--- src/rtl/ro_puf_pkg.sv ---
// Shared definitions for the ring-oscillator PUF evaluator.
// Holds the parameter defaults, the FSM state encoding and small
// elaboration-time helpers used to size internal counters.
package ro_puf_pkg;

    localparam int unsigned CNT_W_DEF         = 16;
    localparam int unsigned WINDOW_CYCLES_DEF = 1024;
    localparam int unsigned SETTLE_CYCLES_DEF = 8;
    localparam int unsigned SYNC_STAGES_DEF   = 2;

    typedef enum logic [2:0] {
        ST_IDLE    = 3'd0,
        ST_SETTLE  = 3'd1,
        ST_COUNT   = 3'd2,
        ST_DRAIN   = 3'd3,
        ST_COMPARE = 3'd4,
        ST_DONE    = 3'd5
    } state_t;

    // Bits needed to hold values 0..max_val (at least one bit).
    function automatic int unsigned cnt_bits(input int unsigned max_val);
        return (max_val == 0) ? 1 : $clog2(max_val + 1);
    endfunction

    function automatic int unsigned max3(input int unsigned a,
                                         input int unsigned b,
                                         input int unsigned c);
        int unsigned m;
        m = (a > b) ? a : b;
        return (m > c) ? m : c;
    endfunction

endpackage

--- src/rtl/ro_puf_eval_edge_counter.sv ---
// Per-oscillator front end: SYNC_STAGES-deep synchronizer, rising-edge
// detector on the synchronized signal and a saturating edge counter.
// Ports:
//   clk, rst  - clock and synchronous active-high reset (clears everything)
//   clr       - clears the edge counter only
//   cnt_en    - detected edges are counted only while this is high
//   ro_in     - asynchronous ring-oscillator output
//   count     - current edge count (registered, saturating)
module ro_edge_counter
    import ro_puf_pkg::*;
#(
    parameter int unsigned CNT_W       = CNT_W_DEF,
    parameter int unsigned SYNC_STAGES = SYNC_STAGES_DEF
) (
    input  logic             clk,
    input  logic             rst,
    input  logic             clr,
    input  logic             cnt_en,
    input  logic             ro_in,
    output logic [CNT_W-1:0] count
);

    logic [SYNC_STAGES-1:0] r_sync;
    logic                   r_prev;
    logic [CNT_W-1:0]       r_count;
    logic                   w_edge;
    logic                   w_sat;

    assign w_edge = r_sync[SYNC_STAGES-1] & ~r_prev;
    assign w_sat  = &r_count;
    assign count  = r_count;

    // Synchronizer, edge history and saturating counter.
    always_ff @(posedge clk) begin
        if (rst) begin
            r_sync  <= '0;
            r_prev  <= 1'b0;
            r_count <= '0;
        end else begin
            r_sync <= {r_sync[SYNC_STAGES-2:0], ro_in};
            r_prev <= r_sync[SYNC_STAGES-1];
            if (clr) begin
                r_count <= '0;
            end else if (cnt_en && w_edge && !w_sat) begin
                r_count <= r_count + CNT_W'(1);
            end
        end
    end

endmodule

--- src/rtl/ro_puf_eval.sv ---
// Ring-oscillator PUF evaluator: enables two oscillators, lets them settle,
// counts their synchronized rising edges over a fixed window, drains the
// synchronizer pipeline and compares the two counts into one response bit.
// Ports:
//   clk, rst           - clock, synchronous active-high reset
//   start              - evaluation request, sampled only in IDLE
//   ro_a, ro_b         - asynchronous oscillator outputs
//   en_a, en_b         - oscillator enables (SETTLE and COUNT)
//   busy               - high whenever not IDLE
//   done               - one-cycle pulse when results are valid
//   response, tie      - count_a > count_b, count_a == count_b
//   count_a, count_b   - final edge counts
module ro_puf_eval
    import ro_puf_pkg::*;
#(
    parameter int unsigned CNT_W         = CNT_W_DEF,
    parameter int unsigned WINDOW_CYCLES = WINDOW_CYCLES_DEF,
    parameter int unsigned SETTLE_CYCLES = SETTLE_CYCLES_DEF,
    parameter int unsigned SYNC_STAGES   = SYNC_STAGES_DEF
) (
    input  logic             clk,
    input  logic             rst,
    input  logic             start,
    input  logic             ro_a,
    input  logic             ro_b,
    output logic             en_a,
    output logic             en_b,
    output logic             busy,
    output logic             done,
    output logic             response,
    output logic             tie,
    output logic [CNT_W-1:0] count_a,
    output logic [CNT_W-1:0] count_b
);

    // One down-counter times SETTLE, COUNT and DRAIN in turn.
    localparam int unsigned TMR_MAX = max3(WINDOW_CYCLES - 1, SETTLE_CYCLES - 1, SYNC_STAGES);
    localparam int unsigned TMR_W   = cnt_bits(TMR_MAX);

    state_t           r_state;
    state_t           w_next;
    logic [TMR_W-1:0] r_timer;
    logic [TMR_W-1:0] w_timer_nxt;
    logic             w_clr;
    logic             w_cnt_en;
    logic             w_load;
    logic             r_en;
    logic             r_busy;
    logic             r_done;
    logic             r_resp;
    logic             r_tie;
    logic [CNT_W-1:0] w_cnt_a;
    logic [CNT_W-1:0] w_cnt_b;

    // State, timer and state-decoded outputs, registered from the next state.
    always_ff @(posedge clk) begin
        if (rst) begin
            r_state <= ST_IDLE;
            r_timer <= '0;
            r_en    <= 1'b0;
            r_busy  <= 1'b0;
            r_done  <= 1'b0;
        end else begin
            r_state <= w_next;
            r_timer <= w_timer_nxt;
            r_en    <= (w_next == ST_SETTLE) || (w_next == ST_COUNT);
            r_busy  <= (w_next != ST_IDLE);
            r_done  <= (w_next == ST_DONE);
        end
    end

    // Next-state, timer reload and counter control.
    always_comb begin
        w_next      = r_state;
        w_timer_nxt = r_timer;
        w_clr       = 1'b0;
        w_cnt_en    = 1'b0;
        w_load      = 1'b0;
        case (r_state)
            ST_IDLE: begin
                if (start) begin
                    w_next      = ST_SETTLE;
                    w_clr       = 1'b1;
                    w_timer_nxt = TMR_W'(SETTLE_CYCLES - 1);
                end
            end
            ST_SETTLE: begin
                if (r_timer == '0) begin
                    w_next      = ST_COUNT;
                    w_timer_nxt = TMR_W'(WINDOW_CYCLES - 1);
                end else begin
                    w_timer_nxt = r_timer - TMR_W'(1);
                end
            end
            ST_COUNT: begin
                w_cnt_en = 1'b1;
                if (r_timer == '0) begin
                    w_next      = ST_DRAIN;
                    w_timer_nxt = TMR_W'(SYNC_STAGES);
                end else begin
                    w_timer_nxt = r_timer - TMR_W'(1);
                end
            end
            ST_DRAIN: begin
                // Edges still in the synchronizer are counted here.
                w_cnt_en = 1'b1;
                if (r_timer == '0) begin
                    w_next = ST_COMPARE;
                end else begin
                    w_timer_nxt = r_timer - TMR_W'(1);
                end
            end
            ST_COMPARE: begin
                w_load = 1'b1;
                w_next = ST_DONE;
            end
            ST_DONE: begin
                w_next = ST_IDLE;
            end
            default: begin
                w_next = ST_IDLE;
            end
        endcase
    end

    // Result bits; held until the next accepted start.
    always_ff @(posedge clk) begin
        if (rst || w_clr) begin
            r_resp <= 1'b0;
            r_tie  <= 1'b0;
        end else if (w_load) begin
            r_resp <= (w_cnt_a > w_cnt_b);
            r_tie  <= (w_cnt_a == w_cnt_b);
        end
    end

    ro_edge_counter #(
        .CNT_W       (CNT_W),
        .SYNC_STAGES (SYNC_STAGES)
    ) u_cnt_a (
        .clk    (clk),
        .rst    (rst),
        .clr    (w_clr),
        .cnt_en (w_cnt_en),
        .ro_in  (ro_a),
        .count  (w_cnt_a)
    );

    ro_edge_counter #(
        .CNT_W       (CNT_W),
        .SYNC_STAGES (SYNC_STAGES)
    ) u_cnt_b (
        .clk    (clk),
        .rst    (rst),
        .clr    (w_clr),
        .cnt_en (w_cnt_en),
        .ro_in  (ro_b),
        .count  (w_cnt_b)
    );

    assign en_a     = r_en;
    assign en_b     = r_en;
    assign busy     = r_busy;
    assign done     = r_done;
    assign response = r_resp;
    assign tie      = r_tie;
    assign count_a  = w_cnt_a;
    assign count_b  = w_cnt_b;

endmodule

--- config.mk ---
export PLATFORM = sky130hd
export DESIGN_NAME = ro_puf_eval
export DESIGN_NICKNAME = d
export VERILOG_FILES = /design/src/rtl/ro_puf_pkg.sv /design/src/rtl/ro_puf_eval_edge_counter.sv /design/src/rtl/ro_puf_eval.sv
export SDC_FILE = /design/constraint.sdc
export NUM_CORES = 1
export LEC_CHECK = 0
export BUFFER_PORTS_ARGS = -buffer_cell sky130_fd_sc_hd__clkbuf_2
export CORE_MARGIN = 2
export CORE_UTILIZATION = 50
export CTS_CLUSTER_SIZE = 28
export DETAILED_ROUTE_END_ITERATION = 7
export GPL_TIMING_DRIVEN = 0
export HOLD_SLACK_MARGIN = 0.06
export PLACE_DENSITY = 0.77
export SETUP_SLACK_MARGIN = 0.3
export SLEW_MARGIN = 20
export SYNTH_ARGS = -nofsm -noshare
export SYNTH_HDL_FRONTEND = slang
export SYNTH_SLANG_ARGS = --single-unit
--- constraint.sdc ---
create_clock -name clk -period 2.5 [get_ports clk]
set_input_delay 0.25 -clock clk [delete_from_list [all_inputs] [get_ports clk]]
set_output_delay 0.25 -clock clk [all_outputs]
set_load 0.01 [all_outputs]
* Yosys cells after proc, flatten, opt, wreduce, memory -nomap -nowiden
Cells that the tools add are included.
Storage, ports and cells: register bits after elaboration 56, output and inout bits 38, input bits 5, word-level logic and storage cells 62
Operators by class: order comparisons 1, multiplexer cells 14, $add $sub $neg 3, equality and inequality tests 10, bitwise gates (word level) 4, reduce and logical (&&, ||, !) cells 17
Operators with widths (number):
- $mux 10 | 4
- $pmux 10 s4 | 1
- $add 16x1->16 const B | 2
- $reduce_and 16->1 | 2
- $eq 16x16->1 | 1
- $gt 16x16->1 | 1
- $pmux 3 s5 | 1
- $mux 3 | 4
- $logic_not 10->1 | 1
- $sub 10x1->10 const B | 1
- $eq 3x2->1 const B | 3
- $eq 3x1->1 const B | 2
- $eq 3x3->1 const B | 2
- $logic_and 1x1->1 | 4
- $mux 1 | 4
- $ne 2x2->1 const B | 2
- $reduce_bool 4->1 | 1
- $reduce_or 2->1 | 2
- $logic_not 3->1 | 1
- $reduce_and 3->1 | 1
- $reduce_bool 3->1 | 1
- $and 1x1->1 | 2
- $logic_not 1->1 | 2
- $logic_or 1x1->1 | 2
- $not 1->1 | 2

* Depth between registers and ports, before layout
word-level depth 5, mapped depth 8, depth with buffers taken out 7

* Modules after synthesis
A second synthesis with hierarchy kept.
Second synthesis, totals: cell total of the unflattened synthesis 382, area, all modules 3269.4 um^2
Modules (own cells, without submodules):
- ro_edge_counter | cells an instance 106, area each 917.1 um^2, times used 2, sequential area each 380.4 um^2
- ro_puf_eval | cells an instance 170, area each 1435.1 um^2, times used 1, sequential area each 360.3 um^2

* Worst setup path before layout
OpenSTA, ideal clock, no wires.
path type reg-to-reg, start reg u_cnt_a.r_count[1] (netlist: u_cnt_a.count[1]), end reg u_cnt_a.r_count[1] (netlist: u_cnt_a.count[1]), setup slack 431 ps, library setup time 128 ps, buffers on the path 1, stages on the path, launching flop included 8, period minus slack after synthesis 2069 ps, arrival 1942 ps, data required time 2372 ps, path through dfxtp_1 > ha_1 > nand3_1 > or4_1 > clkbuf_1 > o21ai_2 > mux2i_1 > nor2_1
On the way: word-level cells in the longest chain between the ends 3, elaborated cells between the ends (all ways) 4, classes of those cells add/sub: 1; reduce/logical: 3
Ends and longest elaborated chain:
- start, declared | line ro_puf_eval_edge_counter.sv:25 | logic [CNT_W-1:0] r_count;
- start signal, assigned | line ro_puf_eval_edge_counter.sv:45 | r_count <= r_count + CNT_W'(1);
- parallel branches: the longest is 3 deep, another holds $add 16x1->16
Several ways; the timed one is not identified. A chain may end at the register's enable or synchronous reset.

* Worst setup path in the final report
start reg u_cnt_b.r_count[8] (netlist: u_cnt_b.count[8]), end reg u_cnt_b.r_count[2] (netlist: u_cnt_b.count[2])
On the way: word-level cells in the longest chain between the ends 3
Ends and longest elaborated chain:
- start, declared | line ro_puf_eval_edge_counter.sv:25
- start signal, assigned | line ro_puf_eval_edge_counter.sv:45
- $reduce_and 16->1 | line ro_puf_eval_edge_counter.sv:30 | assign w_sat = &r_count;
- $logic_not 1->1 | line ro_puf_eval_edge_counter.sv:44 | end else if (cnt_en && w_edge && !w_sat) begin
- $logic_and 1x1->1 | line ro_puf_eval_edge_counter.sv:44
Every way passes these cells.

==> results.py <==
metrics = {
    "cts": {
        "cts.path.max_buffers": 2,
        "clock-root-buffer": "clkbuf_8",
        "htree_levels": 2,
        "cts_hold_buf": 0,
        "clk_latency_ns": 0.30,
        "numCtsBuffers": 5,
        "clock-sinks": 56,
        "tritoncts": "done",
        "clkTransAtPathRegs_ns": 0.10,
    },
    "global_routing": {
        "grt_pass1_wl_mm": 12.2,
        "first_global_vias": 2697,
        "grt_max_degree": 17,
        "antenna_found_initial": 0,
        "grt_usage": 0.206,
        "gr-total-overflow": 0,
    },
    "detailed_routing": {
        "routedWlPerCell_um": 14.5,
        "drtAntennaViolNets": 0,
        "vias": 2892,
        "first_iter_violations": 124,
        "routed_wl_mm": 7.25,
        "first_pass_iters": 4,
        "drc": 0,
        "via_per_inst": 5.78,
    },
    "logic_synthesis": {
        "yosysSeqAreaShare": 0.354,
        "yosysWarnings": 0,
        "netlist_instances": 373,
        "synth_flop_cell": "dfxtp_1",
        "async_reset_ff_frac": 0,
        "synth_cell_types": 60,
        "synthesis.nets": 398,
        "netlist_area_mm2": 0.00316,
        "synth-seq-cells": 56,
        "syn_avg_cell_area_um2": 8.48,
        "synth_edf_count": 0,
    },
    "floorplanning": {
        "io_pins": 43,
        "die_x_um": 83.6,
        "die_y_um": 83.6,
        "die-area_mm2": 0.00698,
        "floorplan.initialDensity": 0.525,
        "fp-row-count": 28,
        "fp.coreArea_mm2": 0.00603,
    },
    "cells_and_area": {
        "diodes": 0,
        "nets": 449,
        "fin_cells": 500,
        "fillers": 571,
        "drive_gt1_frac": 0.174,
        "area_growth_pct": 14.3,
    },
    "critical_path": {
        "cp.required_ns": 2.68,
        "critPathArrivalTime_ns": 2.28,
        "reg2reg_slack_ns": 0.39,
        "critPathKind": "flip-flop to flip-flop",
        "crit_path_max_fanout": 8,
        "cp-end-kind": "flip-flop",
        "reg2reg_depth": 5,
        "startpoint_type": "flip-flop",
        "regToRegStartpoint": "u_cnt_b.count[8]",
        "r2r_end": "u_cnt_b.count[2]",
    },
    "placed_design": {
        "dp.cells": 490,
        "dp_hpwl_mm": 5.48,
        "gp_congestion": 0.855,
        "port_buffers": 42,
    },
    "timing": {
        "report.final.slew_viol_count": 0,
        "max_slew_margin": 0.476,
        "worst_pin_slew_ns": 0.779,
        "hold_viol_final": 0,
        "setup_tns_ns": 0,
        "fin_crit_ns": 2.11,
        "rsz0062_at_grt": "true",
        "timing.final.crit_share": 0.842,
        "skew_ns": 0.00905,
        "fmax_ghz": 0.475,
        "setup_violations": 0,
    },
    "run_status": {
        "outcome": "finished, final reports clean",
    },
    "min_path": {
        "min_to": "u_cnt_a.r_sync[0]",
        "hold_class": "primary input to flip-flop",
        "hold_path_depth": 2,
        "worstHoldStart": "ro_a",
    },
    "power_and_ir_drop": {
        "power_density_mw_per_mm2": 616,
        "power.leakage_nw": 1.38,
        "ir_worst_vdd_mv": 0.543,
    },
    "flow_run": {
        "maxCapViolCount": 0,
    },
}
==> flip-flops by register name (all words and copies together), names as in the netlist <==
| register | flops |
|---|---|
| u_cnt_a.r_sync | 2 |
| u_cnt_a.count | 16 |
| u_cnt_a.r_prev | 1 |
| response | 1 |
| en_a | 1 |
| r_timer | 10 |
| u_cnt_b.count | 16 |
| tie | 1 |
| u_cnt_b.r_prev | 1 |
| done | 1 |
| busy | 1 |
| u_cnt_b.r_sync | 2 |
| r_state | 3 |
==> report_power, final <==
part | switching [mW] | total (mW) | internal (mW)
Combinational | 0.378 | 0.622 | 0.244
Sequential | 0.0696 | 1.03 | 0.955
Clock | 0.282 | 0.579 | 0.298
Total | 0.730 | 2.23 | 1.50
==> worst max-delay path: stages (launching register included) <==
cell and delay (ns):
dfxtp_1 0.43, nand4_1 0.35, nor4_2 0.81, nor3b_1 0.16
xnor2_1 0.18, nor2_1 0.05
==> area by class of cell <==
cell class / count / area (um2) / area share
well taps: 75 / 93.8 / 0.0259
flip-flops and latches: 56 / 1120 / 0.311
plain buffers: 17 / 76.3 / 0.0211
repair buffers: 44 / 225 / 0.0623
inverters: 21 / 78.8 / 0.0218
multi-input cells: 279 / 1910 / 0.529
clock inverters: 2 / 35.0 / 0.00969
clock buffers: 6 / 72.6 / 0.0201
==> repair_timing <==
item	CTS	global route
endpoints found under the setup margin	3	20
pin swaps	1	1
gates resized for setup	2	6
buffers inserted	0	2
endpoints found under the hold margin	0	0
==> worst max path at each step <==
stage,start,end,slack (ns),depth (start not counted)
after global placement,u_cnt_a.count[1],u_cnt_a.count[1],0.26,7
after CTS,r_timer[0],r_timer[7],0.30,8
after global routing,u_cnt_b.count[8],u_cnt_b.count[0],0.18,5
after floorplan,u_cnt_a.count[1],u_cnt_a.count[1],0.43,7
final,u_cnt_b.count[8],u_cnt_b.count[2],0.39,5
after detailed placement,u_cnt_a.count[1],u_cnt_a.count[1],0.25,7
==> cell families (layout without fill, tap and decap cells) <==
kind of cell / after synthesis / count (layout) / share of synthesized area
flops: 56 / 56 / 0.354
buf+inv: 38 / 90 / 0.0486
compound gates: 76 / 76 / 0.172
mux: 6 / 6 / 0.0190
xor+xnor: 22 / 22 / 0.0609
fa+ha+maj: 20 / 20 / 0.0791
simple gates: 155 / 155 / 0.266
==> layout by cell type (no fill, tap or decap), types with 2 or more instances in the layout <==
master / netlist / final
o41ai_1: 2 / 2
or3_1: 3 / 3
a21oi_1: 18 / 18
o21bai_1: 2 / 2
buf_2: 3 / 3
and3_1: 4 / 4
o31ai_1: 2 / 2
nor2_1: 44 / 44
nand3b_1: 2 / 2
a311oi_1: 2 / 2
o311ai_0: 2 / 2
nor3_1: 11 / 11
a21o_1: 5 / 5
ha_1: 20 / 19
nand2_1: 21 / 21
nand4_1: 15 / 15
nor3b_1: 4 / 4
inv_1: 21 / 21
dfxtp_1: 56 / 54
mux2i_1: 6 / 6
a22o_1: 4 / 4
nor2b_1: 9 / 9
or4_1: 2 / 2
clkbuf_2: 0 / 43
a31oi_1: 4 / 4
clkbuf_8: 0 / 5
nor4_1: 7 / 6
nor4_2: 2 / 3
o21ai_0: 13 / 13
dfxtp_2: 0 / 2
nand3_1: 19 / 19
clkbuf_1: 11 / 11
xnor2_1: 17 / 17
nand2b_1: 2 / 2
a211oi_1: 7 / 7
buf_4: 2 / 4
xor2_1: 5 / 5
==> synthesized netlist by cell type (2+ instances only) <==
cell type,n,area share
nor3b_1,4,0.0095
nor4_2,2,0.0079
a21o_1,5,0.012
nand3b_1,2,0.0047
nand2_1,21,0.025
o311ai_0,2,0.0055
inv_1,21,0.025
nor2b_1,9,0.018
nand3_1,19,0.030
o31ai_1,2,0.0047
a31oi_1,4,0.0079
nand4_1,15,0.030
mux2i_1,6,0.019
buf_4,2,0.0047
o21bai_1,2,0.0047
buf_2,3,0.0047
dfxtp_1,56,0.35
a22o_1,4,0.011
ha_1,20,0.079
nor4_1,7,0.014
or4_1,2,0.0047
clkbuf_1,11,0.013
a21oi_1,18,0.028
xor2_1,5,0.014
nand2b_1,2,0.0040
and3_1,4,0.0079
xnor2_1,17,0.047
or3_1,3,0.0059
o41ai_1,2,0.0055
nor3_1,11,0.017
nor2_1,44,0.052
o21ai_0,13,0.021
a211oi_1,7,0.017
a311oi_1,2,0.0055
==> per-stage QoR <==
step,util,setup slack (ns),cell area (um2),hold WS (ns),power [mW]
floorplan,-,0.431,3160,0.378,1.50
global placement,0.576,0.260,3470,0.418,1.62
detailed placement,0.576,0.252,3470,0.426,1.63
CTS,0.594,0.301,3580,0.159,2.22
global route,0.600,0.180,3620,0.167,2.35
finish,0.600,0.394,3620,0.161,2.23
==> per-layer routing <==
layer	routed length [um]	share of wire	vias to the layer above	global-route usage
met1	3400	0.47	1356	0.271
met3	244	0.034	13	0.0307
met5	0	0	-	0
met2	3510	0.48	65	0.357
li1	-	-	1458	-
met4	99	0.014	0	0.0499
Note: power is estimated with default switching activity, not from simulation.
